===== config.mk =====
export PLATFORM = sky130hd
export DESIGN_NAME = uart_rx_ctrl
export DESIGN_NICKNAME = d
export VERILOG_FILES = /design/src/rtl/uart_rx_ctrl.sv
export SDC_FILE = /design/constraint.sdc
export NUM_CORES = 1
export LEC_CHECK = 0
export BUFFER_PORTS_ARGS = -buffer_cell sky130_fd_sc_hd__buf_4
export CORE_MARGIN = 3
export CORE_UTILIZATION = 59
export DETAILED_ROUTE_END_ITERATION = 16
export PLACE_DENSITY = 0.81
export SLEW_MARGIN = 30
export SYNTH_ARGS = -nofsm -noshare
export SYNTH_HDL_FRONTEND = slang
export SYNTH_SLANG_ARGS = --single-unit

===== constraint.sdc =====
create_clock -name clk -period 3.11 [get_ports clk]
set_input_delay 0.622 -clock clk [delete_from_list [all_inputs] [get_ports clk]]
set_output_delay 0.622 -clock clk [all_outputs]
set_load 0.01 [all_outputs]

===== src/rtl/uart_rx_ctrl.sv =====
// UART receiver (8N1, or 8E1 when UART_RX_PARITY_EN is defined) with RX FIFO,
// sticky error flags, programmable bit divisor and an APB register interface.
module uart_rx_ctrl #(
  parameter int unsigned FIFO_DEPTH    = 8,
  parameter int unsigned DIVISOR_RESET = 3
) (
  input  logic        clk,
  input  logic        reset,
  input  logic        rx,
  input  logic [3:0]  PADDR,
  input  logic        PSEL,
  input  logic        PENABLE,
  input  logic        PWRITE,
  input  logic [31:0] PWDATA,
  output logic [31:0] PRDATA,
  output logic        PREADY,
  output logic        PSLVERR,
  output logic        irq
);

  localparam int unsigned AW = $clog2(FIFO_DEPTH);
  localparam int unsigned CW = AW + 1;

  typedef enum logic [2:0] {
    S_IDLE  = 3'd0,
    S_START = 3'd1,
    S_DATA  = 3'd2,
    S_STOP  = 3'd3,
    S_BREAK = 3'd4
`ifdef UART_RX_PARITY_EN
    , S_PARITY = 3'd5
`endif
  } state_t;

`ifdef UART_RX_PARITY_EN
  localparam state_t S_AFTER_DATA = S_PARITY;
`else
  localparam state_t S_AFTER_DATA = S_STOP;
`endif

  logic          r_rx_meta, r_rx_sync, r_rx_d;
  state_t        r_state;
  logic [15:0]   r_cyc, r_bit, r_div, r_div_act;
  logic [7:0]    r_shift;
  logic [7:0]    r_mem [FIFO_DEPTH];
  logic [AW-1:0] r_wptr, r_rptr;
  logic [CW-1:0] r_count;
  logic          r_perr, r_ferr, r_ovr, r_irq;

  logic w_fall, w_tick, w_push, w_ferr_set, w_perr_set;
  logic w_access, w_rd_data, w_wr_stat, w_wr_div, w_bad_addr;
  logic w_full, w_empty, w_pop, w_wr_en, w_ovr_set;
  logic [6:0]  w_count7;
  logic [15:0] w_div_wr;
  logic        w_unused_pwdata;

  assign w_fall = r_rx_d & ~r_rx_sync;
  assign w_tick = (r_cyc <= 16'd1);

  assign w_push     = (r_state == S_STOP) & w_tick & r_rx_sync;
  assign w_ferr_set = (r_state == S_STOP) & w_tick & ~r_rx_sync;
`ifdef UART_RX_PARITY_EN
  assign w_perr_set = (r_state == S_PARITY) & w_tick & (r_rx_sync != ^r_shift);
`else
  assign w_perr_set = 1'b0;
`endif

  assign w_access   = PSEL & PENABLE;
  assign w_rd_data  = w_access & ~PWRITE & (PADDR == 4'h0);
  assign w_wr_stat  = w_access & PWRITE & (PADDR == 4'h4);
  assign w_wr_div   = w_access & PWRITE & (PADDR == 4'h8);
  assign w_bad_addr = (PADDR != 4'h0) & (PADDR != 4'h4) & (PADDR != 4'h8);
  assign w_div_wr   = (PWDATA[15:0] < 16'd2) ? 16'd2 : PWDATA[15:0];
  assign w_unused_pwdata = &{1'b0, PWDATA[31:16]};

  assign w_full    = (r_count == CW'(FIFO_DEPTH));
  assign w_empty   = (r_count == '0);
  assign w_pop     = w_rd_data & ~w_empty;
  assign w_wr_en   = w_push & (~w_full | w_pop);
  assign w_ovr_set = w_push & w_full & ~w_pop;
  assign w_count7  = 7'(r_count);

  assign PREADY = 1'b1;
  assign irq    = r_irq;

  // Two-flop synchronizer plus one delayed copy for falling-edge detection
  always_ff @(posedge clk) begin
    if (reset) begin
      r_rx_meta <= 1'b1;
      r_rx_sync <= 1'b1;
      r_rx_d    <= 1'b1;
    end else begin
      r_rx_meta <= rx;
      r_rx_sync <= r_rx_meta;
      r_rx_d    <= r_rx_sync;
    end
  end

  // Receiver FSM; r_cyc counts down to the next sample point
  always_ff @(posedge clk) begin
    if (reset) begin
      r_state   <= S_IDLE;
      r_cyc     <= '0;
      r_bit     <= '0;
      r_shift   <= '0;
      r_div_act <= 16'(DIVISOR_RESET);
    end else begin
      case (r_state)
        S_IDLE: begin
          if (w_fall) begin
            r_state   <= S_START;
            r_cyc     <= r_div >> 1;
            r_div_act <= r_div;
          end
        end
        S_START: begin
          if (w_tick) begin
            r_cyc   <= r_div_act;
            r_bit   <= '0;
            r_state <= r_rx_sync ? S_IDLE : S_DATA;
          end else begin
            r_cyc <= r_cyc - 16'd1;
          end
        end
        S_DATA: begin
          if (w_tick) begin
            r_shift <= {r_rx_sync, r_shift[7:1]};
            r_cyc   <= r_div_act;
            r_bit   <= r_bit + 16'd1;
            if (r_bit == 16'd7) r_state <= S_AFTER_DATA;
          end else begin
            r_cyc <= r_cyc - 16'd1;
          end
        end
`ifdef UART_RX_PARITY_EN
        S_PARITY: begin
          if (w_tick) begin
            r_cyc   <= r_div_act;
            r_state <= S_STOP;
          end else begin
            r_cyc <= r_cyc - 16'd1;
          end
        end
`endif
        S_STOP: begin
          if (w_tick) r_state <= r_rx_sync ? S_IDLE : S_BREAK;
          else        r_cyc   <= r_cyc - 16'd1;
        end
        S_BREAK: begin
          if (r_rx_sync) r_state <= S_IDLE;
        end
        default: r_state <= S_IDLE;
      endcase
    end
  end

  always_ff @(posedge clk) begin
    if (w_wr_en) r_mem[r_wptr] <= r_shift;
  end

  // FIFO pointers/count, sticky flags (set beats W1C), divisor and irq
  always_ff @(posedge clk) begin
    if (reset) begin
      r_wptr  <= '0;
      r_rptr  <= '0;
      r_count <= '0;
      r_perr  <= 1'b0;
      r_ferr  <= 1'b0;
      r_ovr   <= 1'b0;
      r_div   <= 16'(DIVISOR_RESET);
      r_irq   <= 1'b0;
    end else begin
      if (w_wr_en) r_wptr <= r_wptr + AW'(1);
      if (w_pop)   r_rptr <= r_rptr + AW'(1);
      case ({w_wr_en, w_pop})
        2'b10:   r_count <= r_count + CW'(1);
        2'b01:   r_count <= r_count - CW'(1);
        default: r_count <= r_count;
      endcase
      r_perr <= w_perr_set | (r_perr & ~(w_wr_stat & PWDATA[8]));
      r_ferr <= w_ferr_set | (r_ferr & ~(w_wr_stat & PWDATA[9]));
      r_ovr  <= w_ovr_set  | (r_ovr  & ~(w_wr_stat & PWDATA[10]));
      if (w_wr_div) r_div <= w_div_wr;
      r_irq <= (r_count != '0) | r_perr | r_ferr | r_ovr;
    end
  end

  // Combinational APB read data and error response
  always_comb begin
    PRDATA  = '0;
    PSLVERR = 1'b0;
    if (w_access) begin
      PSLVERR = w_bad_addr;
      if (!PWRITE) begin
        case (PADDR)
          4'h0:    PRDATA = w_empty ? 32'h0000_0100 : {24'd0, r_mem[r_rptr]};
          4'h4:    PRDATA = {21'd0, r_ovr, r_ferr, r_perr, 1'b0, w_count7};
          4'h8:    PRDATA = {16'd0, r_div};
          default: PRDATA = '0;
        endcase
      end
    end
  end

endmodule


== Word-level counts from Yosys, hierarchy flattened ==
Memories as Yosys holds them, arrays and structs flattened. A register that Yosys moved wholly into a read port is not among the register bits.
Cells that the tools add are included.

* Memories: 1
* Memory bits (writable): 64
* Output and inout port bits: 35
* Input port bits: 42
* Logic and storage cells: 121
* Flip-flop bits (word level): 92

* Equality and inequality tests: 19
* Bitwise logic cells: 36
* Reductions and logical operators: 14
* Mux-type cells: 27
* $add $sub $neg: 6
* Magnitude comparators: 2

{| class="wikitable"
|+ Memories
! name !! words !! bits a word !! rd ports !! clocked after memory_dff !! wr ports !! line !! source
|-
| r_mem || 8 || 8 || 1 || 1 || 1 || 45 || <nowiki>logic [7:0] r_mem [FIFO_DEPTH];</nowiki>
|}

{| class="wikitable"
|+ Operators by type and width
! cell !! number
|-
| 16-bit 2-to-1 mux || 8
|-
| 16-bit case mux with 3 select lines || 2
|-
| 16-bit case mux with 2 select lines || 1
|-
| 3-bit 2-to-1 mux || 9
|-
| 1-bit bitwise AND || 22
|-
| 16-bit by 1-bit adder with 16-bit output, second input constant || 1
|-
| 16-bit by 3-bit == test with 1-bit output, second input constant || 1
|-
| 16-bit by 1-bit <= comparator with 1-bit output, second input constant || 1
|-
| 16-bit by 2-bit < comparator with 1-bit output, second input constant || 1
|-
| 16-bit by 1-bit subtractor with 16-bit output, second input constant || 1
|-
| 3-bit case mux with 5 select lines || 1
|-
| 2-bit inequality test, second input constant || 7
|-
| 9-bit 2-to-1 mux || 1
|-
| 4-bit == test, second input constant || 2
|-
| 4-bit logical NOT || 2
|-
| 1-bit inverter || 8
|-
| 4-bit case mux with 2 select lines || 1
|-
| 4-bit nonzero test || 2
|-
| 3-bit by 1-bit adder with 3-bit output, second input constant || 2
|-
| 3-bit by 2-bit == test with 1-bit output, second input constant || 2
|-
| 1-bit bitwise OR || 6
|-
| 3-bit AND reduction || 2
|-
| 6-bit AND reduction || 1
|-
| 4-bit by 1-bit adder with 4-bit output, second input constant || 1
|-
| other kinds (15) || 19
|}

== Logic depth before layout (Yosys ltp) ==
* Word-level depth: 8
* Gate-level depth with buffers: 12
* Gate-level depth less buffers: 11

== Worst setup path before layout ==
OpenSTA, ideal clock, no wires.

* Kind: input-to-reg
* Start: input PADDR[1]
* End: register r_count[2]
* Library setup time: 67 ps
* Cell stages on the path: 9
* Setup slack: 221 ps
* Required time: 3043 ps
* Arrival time: 2822 ps
* Path buffers: 1
* Cell sequence: or4_4 -> or3_1 -> buf_2 -> nor2_1 -> xor2_1 -> ha_1 -> or4_4 -> a21o_1 -> a21oi_2

* Cells in the longest elaborated chain, start to end: 7
* Elaborated cells between the ends (all ways): 9
* Classes of those cells: 2 x eq/ne; 1 x mux; 4 x bitwise; 2 x reduce/logical

{| class="wikitable"
|+ RTL lines
! item !! line !! source
|-
| from (decl) || 10 || <nowiki>input logic [3:0] PADDR,</nowiki>
|-
| 4-bit logical NOT (*) || 69 || <nowiki>assign w_rd_data = w_access & ~PWRITE & (PADDR == 4'h0);</nowiki>
|-
| 1-bit bitwise AND (*) || 69 ||
|-
| 1-bit bitwise AND (*) || 78 || <nowiki>assign w_pop = w_rd_data & ~w_empty;</nowiki>
|-
| 1-bit bitwise OR || 79 || <nowiki>assign w_wr_en = w_push & (~w_full | w_pop);</nowiki>
|-
| 1-bit bitwise AND || 79 ||
|-
| 2-bit by 1-bit == test with 1-bit output / 2-bit == test (equally long branches) || 175 || <nowiki>case ({w_wr_en, w_pop})</nowiki>
|-
| 4-bit case mux with 2 select lines / 2-bit nonzero test (equally long branches) || - ||
|-
| to (signal assigned) || 176 || <nowiki>2'b10: r_count <= r_count + CW'(1);</nowiki>
|-
| to (signal assigned) || 177 || <nowiki>2'b01: r_count <= r_count - CW'(1);</nowiki>
|-
| to (signal assigned) || 178 || <nowiki>default: r_count <= r_count;</nowiki>
|-
| to (decl) || 47 || <nowiki>logic [CW-1:0] r_count;</nowiki>
|}

Every way passes the cells marked *; elsewhere a longest branch is shown, timed or not.
A chain may end at the register's enable or synchronous reset.

==> flow_summary_export.csv <==
group,metric,value,unit
outcome,status,"finished, final reports clean",
timing,maxSlewViolCount,0,
detailed_routing,dr.pass1.iters,7,
power,power.static_leakage,3.00,nW
logic_synthesis,syn_avg_cell_area,10.0,um2
power,pwr_density_cell,643,nW/um2
detailed_routing,ant_nets,0,
logic_synthesis,syn-instance-count,731,
setup_path,cp-start-kind,"register",
setup_path,required,2.49,ns
setup_path,cpPeakStageDelay,0.62,ns
setup_path,cp_top_family,"flip-flops",
worst_hold_path,hold_class,"input port to register",
setup_path,crit_chain,"buf_4 > mux4_2 > mux2_2 > a22oi_1 > nor2_1 > buf_4",
cells_and_area,multi_input_comb_area,3210,um2
die,dieHeight,117,um
placement,numPortBuffers,43,
logic_synthesis,synthTopCellsByArea,"edfxtp_1 (26%), dfxtp_1 (26%), nand2_1 (5.5%)",
detailed_routing,drt_iter0_drc,585,
setup_path,r2r_cells,9,
cells_and_area,area_growth,15.9,%
placement,pre_cts_ws,0.120,ns
power,p_int,3.83,mW
run,maxCapViolations,0,
grt,track_usage,27.0,%
timing,finalCritPeriodShare,96.1,%
die,fp-row-count,40,
cells_and_area,final_area,8480,um2
worst_hold_path,min-delay-start,"rx",
setup_path,worstPathArrival,2.37,ns
timing,relSlewSlack,51.0,%
logic_synthesis,yosysSeqAreaShare,52.3,%
clocking,numCtsBuffers,17,
timing,hold_violations,0,
clocking,cts_num_sinks,159,
timing,min_period,2.99,ns
logic_synthesis,ys_ff_latch,159,
setup_path,crit_type,"register to output pin",
timing,whs,0.373,ns
worst_hold_path,hold-path-endpoint,"r_rx_meta",
power,switching_share,29.8,%
detailed_routing,finalWirelength,18.2,mm
detailed_routing,route.detailed.drc,0,
detailed_routing,wl_per_cell,18.9,um
setup_path,rr_endpoint,"r_count[2]",
setup_path,worst_path_max_delay_cell,"dfxtp_1",
clocking,cts_root_buf,"clkbuf_16",
logic_synthesis,yosys.area.top_type_share,26.3,%
power,power_frac_comb,19.4,%
detailed_routing,num_vias,5942,
power,seqPwrFrac,41.9,%
power,p_sw,1.62,mW
grt,grt_pass1_wl,29.8,mm
cells_and_area,num_antenna_cells,0,
clocking,cts_tree,"built",
placement,dpl_cell_area,7860,um2
logic_synthesis,ys_types,62,
die,core,12100,um2
setup_path,crit_buf_inv,2,
cells_and_area,nNetsFinal,828,
grt,grt.overflow.total,0,
clocking,clkTransAtPathRegs,0.07,ns
setup_path,cp_max_fo,9,
cells_and_area,drive_gt1_share,18.3,%
logic_synthesis,yosysWarningCount,0,
worst_hold_path,min_delay_path_depth,2,
setup_path,rr_startpoint,"r_cyc[4]",
grt,grt_pass1_vias,5742,
cells_and_area,num-fill-cells,853,
power,peakVddDrop,0.000525,V
cells_and_area,stdcell_count,961,
setup_path,crit_top_cell,"buf_4",
logic_synthesis,synth_area,7310,um2
grt,grt_max_degree,70,
logic_synthesis,synthFlopType,"dfxtp_1",
clocking,cts_buffer_depth,2,
die,ioPinCount,77,
die,die_x,117,um
cells_and_area,seqCellArea,3820,um2
placement,dp.cells,928,
grt,antenna_found_initial,0,
clocking,htree_levels,4,
timing,fin_skew,0.0113,ns
setup_path,critPathCaptureType,"output pin",
die,start_util,60.6,%
detailed_routing,viasPerCell,6.18,
placement,dp_hpwl,12.2,mm
logic_synthesis,synth_area_leader_cell,"edfxtp_1",
die,dieArea,13800,um2
timing,fmax,335,MHz
logic_synthesis,synth-edff-count,64,
power,p_clk_share,38.7,%
timing,layout_setup_ws,0.123,ns
placement,gp_congestion,0.894,
clocking,clk_latency,0.44,ns
logic_synthesis,async_reset_ff_share,0,%
timing,finalSetupViolCount,0,
timing,grt_setup_unrepaired,"no",
timing,setup_tns,0,ns
setup_path,reg2reg_slack,0.16,ns
timing,tightest_slew,0.735,ns
flip-flops by register name, summed over array words and instances (netlist names), 3 cells and up, named ones only:
register	cells
r_rptr	3
r_div	16
r_cyc	16
r_state	3
r_div_act	16
r_count	4
r_shift	8
r_bit	16
r_wptr	3
r_mem	64
metrics by stage:
stage	power, mW	utilization, %
3_3_place_gp	3.33	65.1
5_1_grt	5.67	70.3
4_1_cts	5.44	70.1
3_5_place_dp	3.36	65.1
6_report	5.45	70.3
2_1_floorplan	3.05	-
worst register-to-register path, cell delays in order, from the launching register on:
cell	delay (ns)
dfxtp_1	0.36
or4_1	0.61
nor2_1	0.18
and4_1	0.44
nor2_1	0.11
xor2_1	0.15
ha_1	0.20
or4_4	0.52
a21o_1	0.19
a21oi_2	0.12
cells in the final DEF, fill, tap and decap left out, types with 7 or more instances in the layout:
cell type | synthesis | final
or3_1 | 13 | 13
mux4_2 | 16 | 16
and3_1 | 9 | 9
inv_1 | 13 | 13
buf_4 | 17 | 72
edfxtp_1 | 64 | 64
nand4_1 | 8 | 8
xor2_1 | 8 | 8
a211oi_1 | 7 | 7
clkbuf_16 | 0 | 17
nor2_1 | 64 | 64
nand2_1 | 108 | 108
a21oi_1 | 72 | 72
a222oi_1 | 9 | 9
o21ai_0 | 19 | 19
mux2_2 | 9 | 9
nor3_1 | 19 | 19
conb_1 | 2 | 17
nand2b_1 | 9 | 9
dfxtp_1 | 95 | 95
a22oi_1 | 9 | 9
nor4_1 | 16 | 15
nand3_1 | 13 | 13
final cells by class:
| cell class | instances | share of cell area [%] |
|---|---|---|
| flip-flops and latches | 159 | 45.1 |
| multi-input cells | 515 | 37.9 |
| repair buffers | 74 | 6.85 |
| clock buffers | 18 | 5.06 |
| well taps | 168 | 2.48 |
| clock inverters | 14 | 1.99 |
| inverters | 13 | 0.576 |
power groups by stage:
stage	combinational, mW	sequential, mW	clock, mW
2_1_floorplan	0.762	2.29	0
3_3_place_gp	1.02	2.32	0
3_5_place_dp	1.04	2.32	0
4_1_cts	1.04	2.28	2.12
5_1_grt	1.16	2.29	2.21
6_report	1.06	2.28	2.11
worst max-delay path by stage:
stage | cells past startpoint | slack (ns) | to
3_5_place_dp | 9 | 0.12 | r_count[2]
2_1_floorplan | 9 | 0.22 | r_count[2]
3_3_place_gp | 9 | 0.15 | r_count[2]
4_1_cts | 6 | 0.09 | PRDATA[1]
5_1_grt | 6 | 0.04 | PRDATA[5]
6_report | 6 | 0.12 | PRDATA[6]
cell usage after synthesis (5+ instances only):
cell	number
a211oi_1	7
a21oi_1	72
a222oi_1	9
a22oi_1	9
and3_1	9
buf_4	17
clkbuf_1	38
dfxtp_1	95
edfxtp_1	64
ha_1	6
inv_1	13
mux2_2	9
mux2i_1	5
mux4_2	16
nand2_1	108
nand2b_1	9
nand3_1	13
nand4_1	8
nor2_1	64
nor3_1	19
nor4_1	16
o21ai_0	19
o32ai_1	6
or2_2	6
or3_1	13
xor2_1	8
cell families after synthesis:
kind of cell               synth area share (%)
and+or+nand+nor                            20.2
DFF                                        52.3
AOI/OAI and AO/OA                          13.4
buffers and inverters                      4.64
muxes                                      7.00
xor gates and xnor gates                   1.44
adders and majority gates                  1.03
other                                     0.103
metal layers:
layer | track usage [%] | wire length (um)
met3 | 6.32 | 1370
met2 | 44.0 | 8910
met1 | 34.9 | 7400
met5 | 0 | 0
met4 | 11.2 | 503
timing repair:
action | in CTS | in global routing
buffers inserted | 0 | 1
hold buffers | 0 | 0
resized for setup | 0 | 0
endpoints found under the setup margin | 0 | 1
Power figures use the tool's default switching activity.
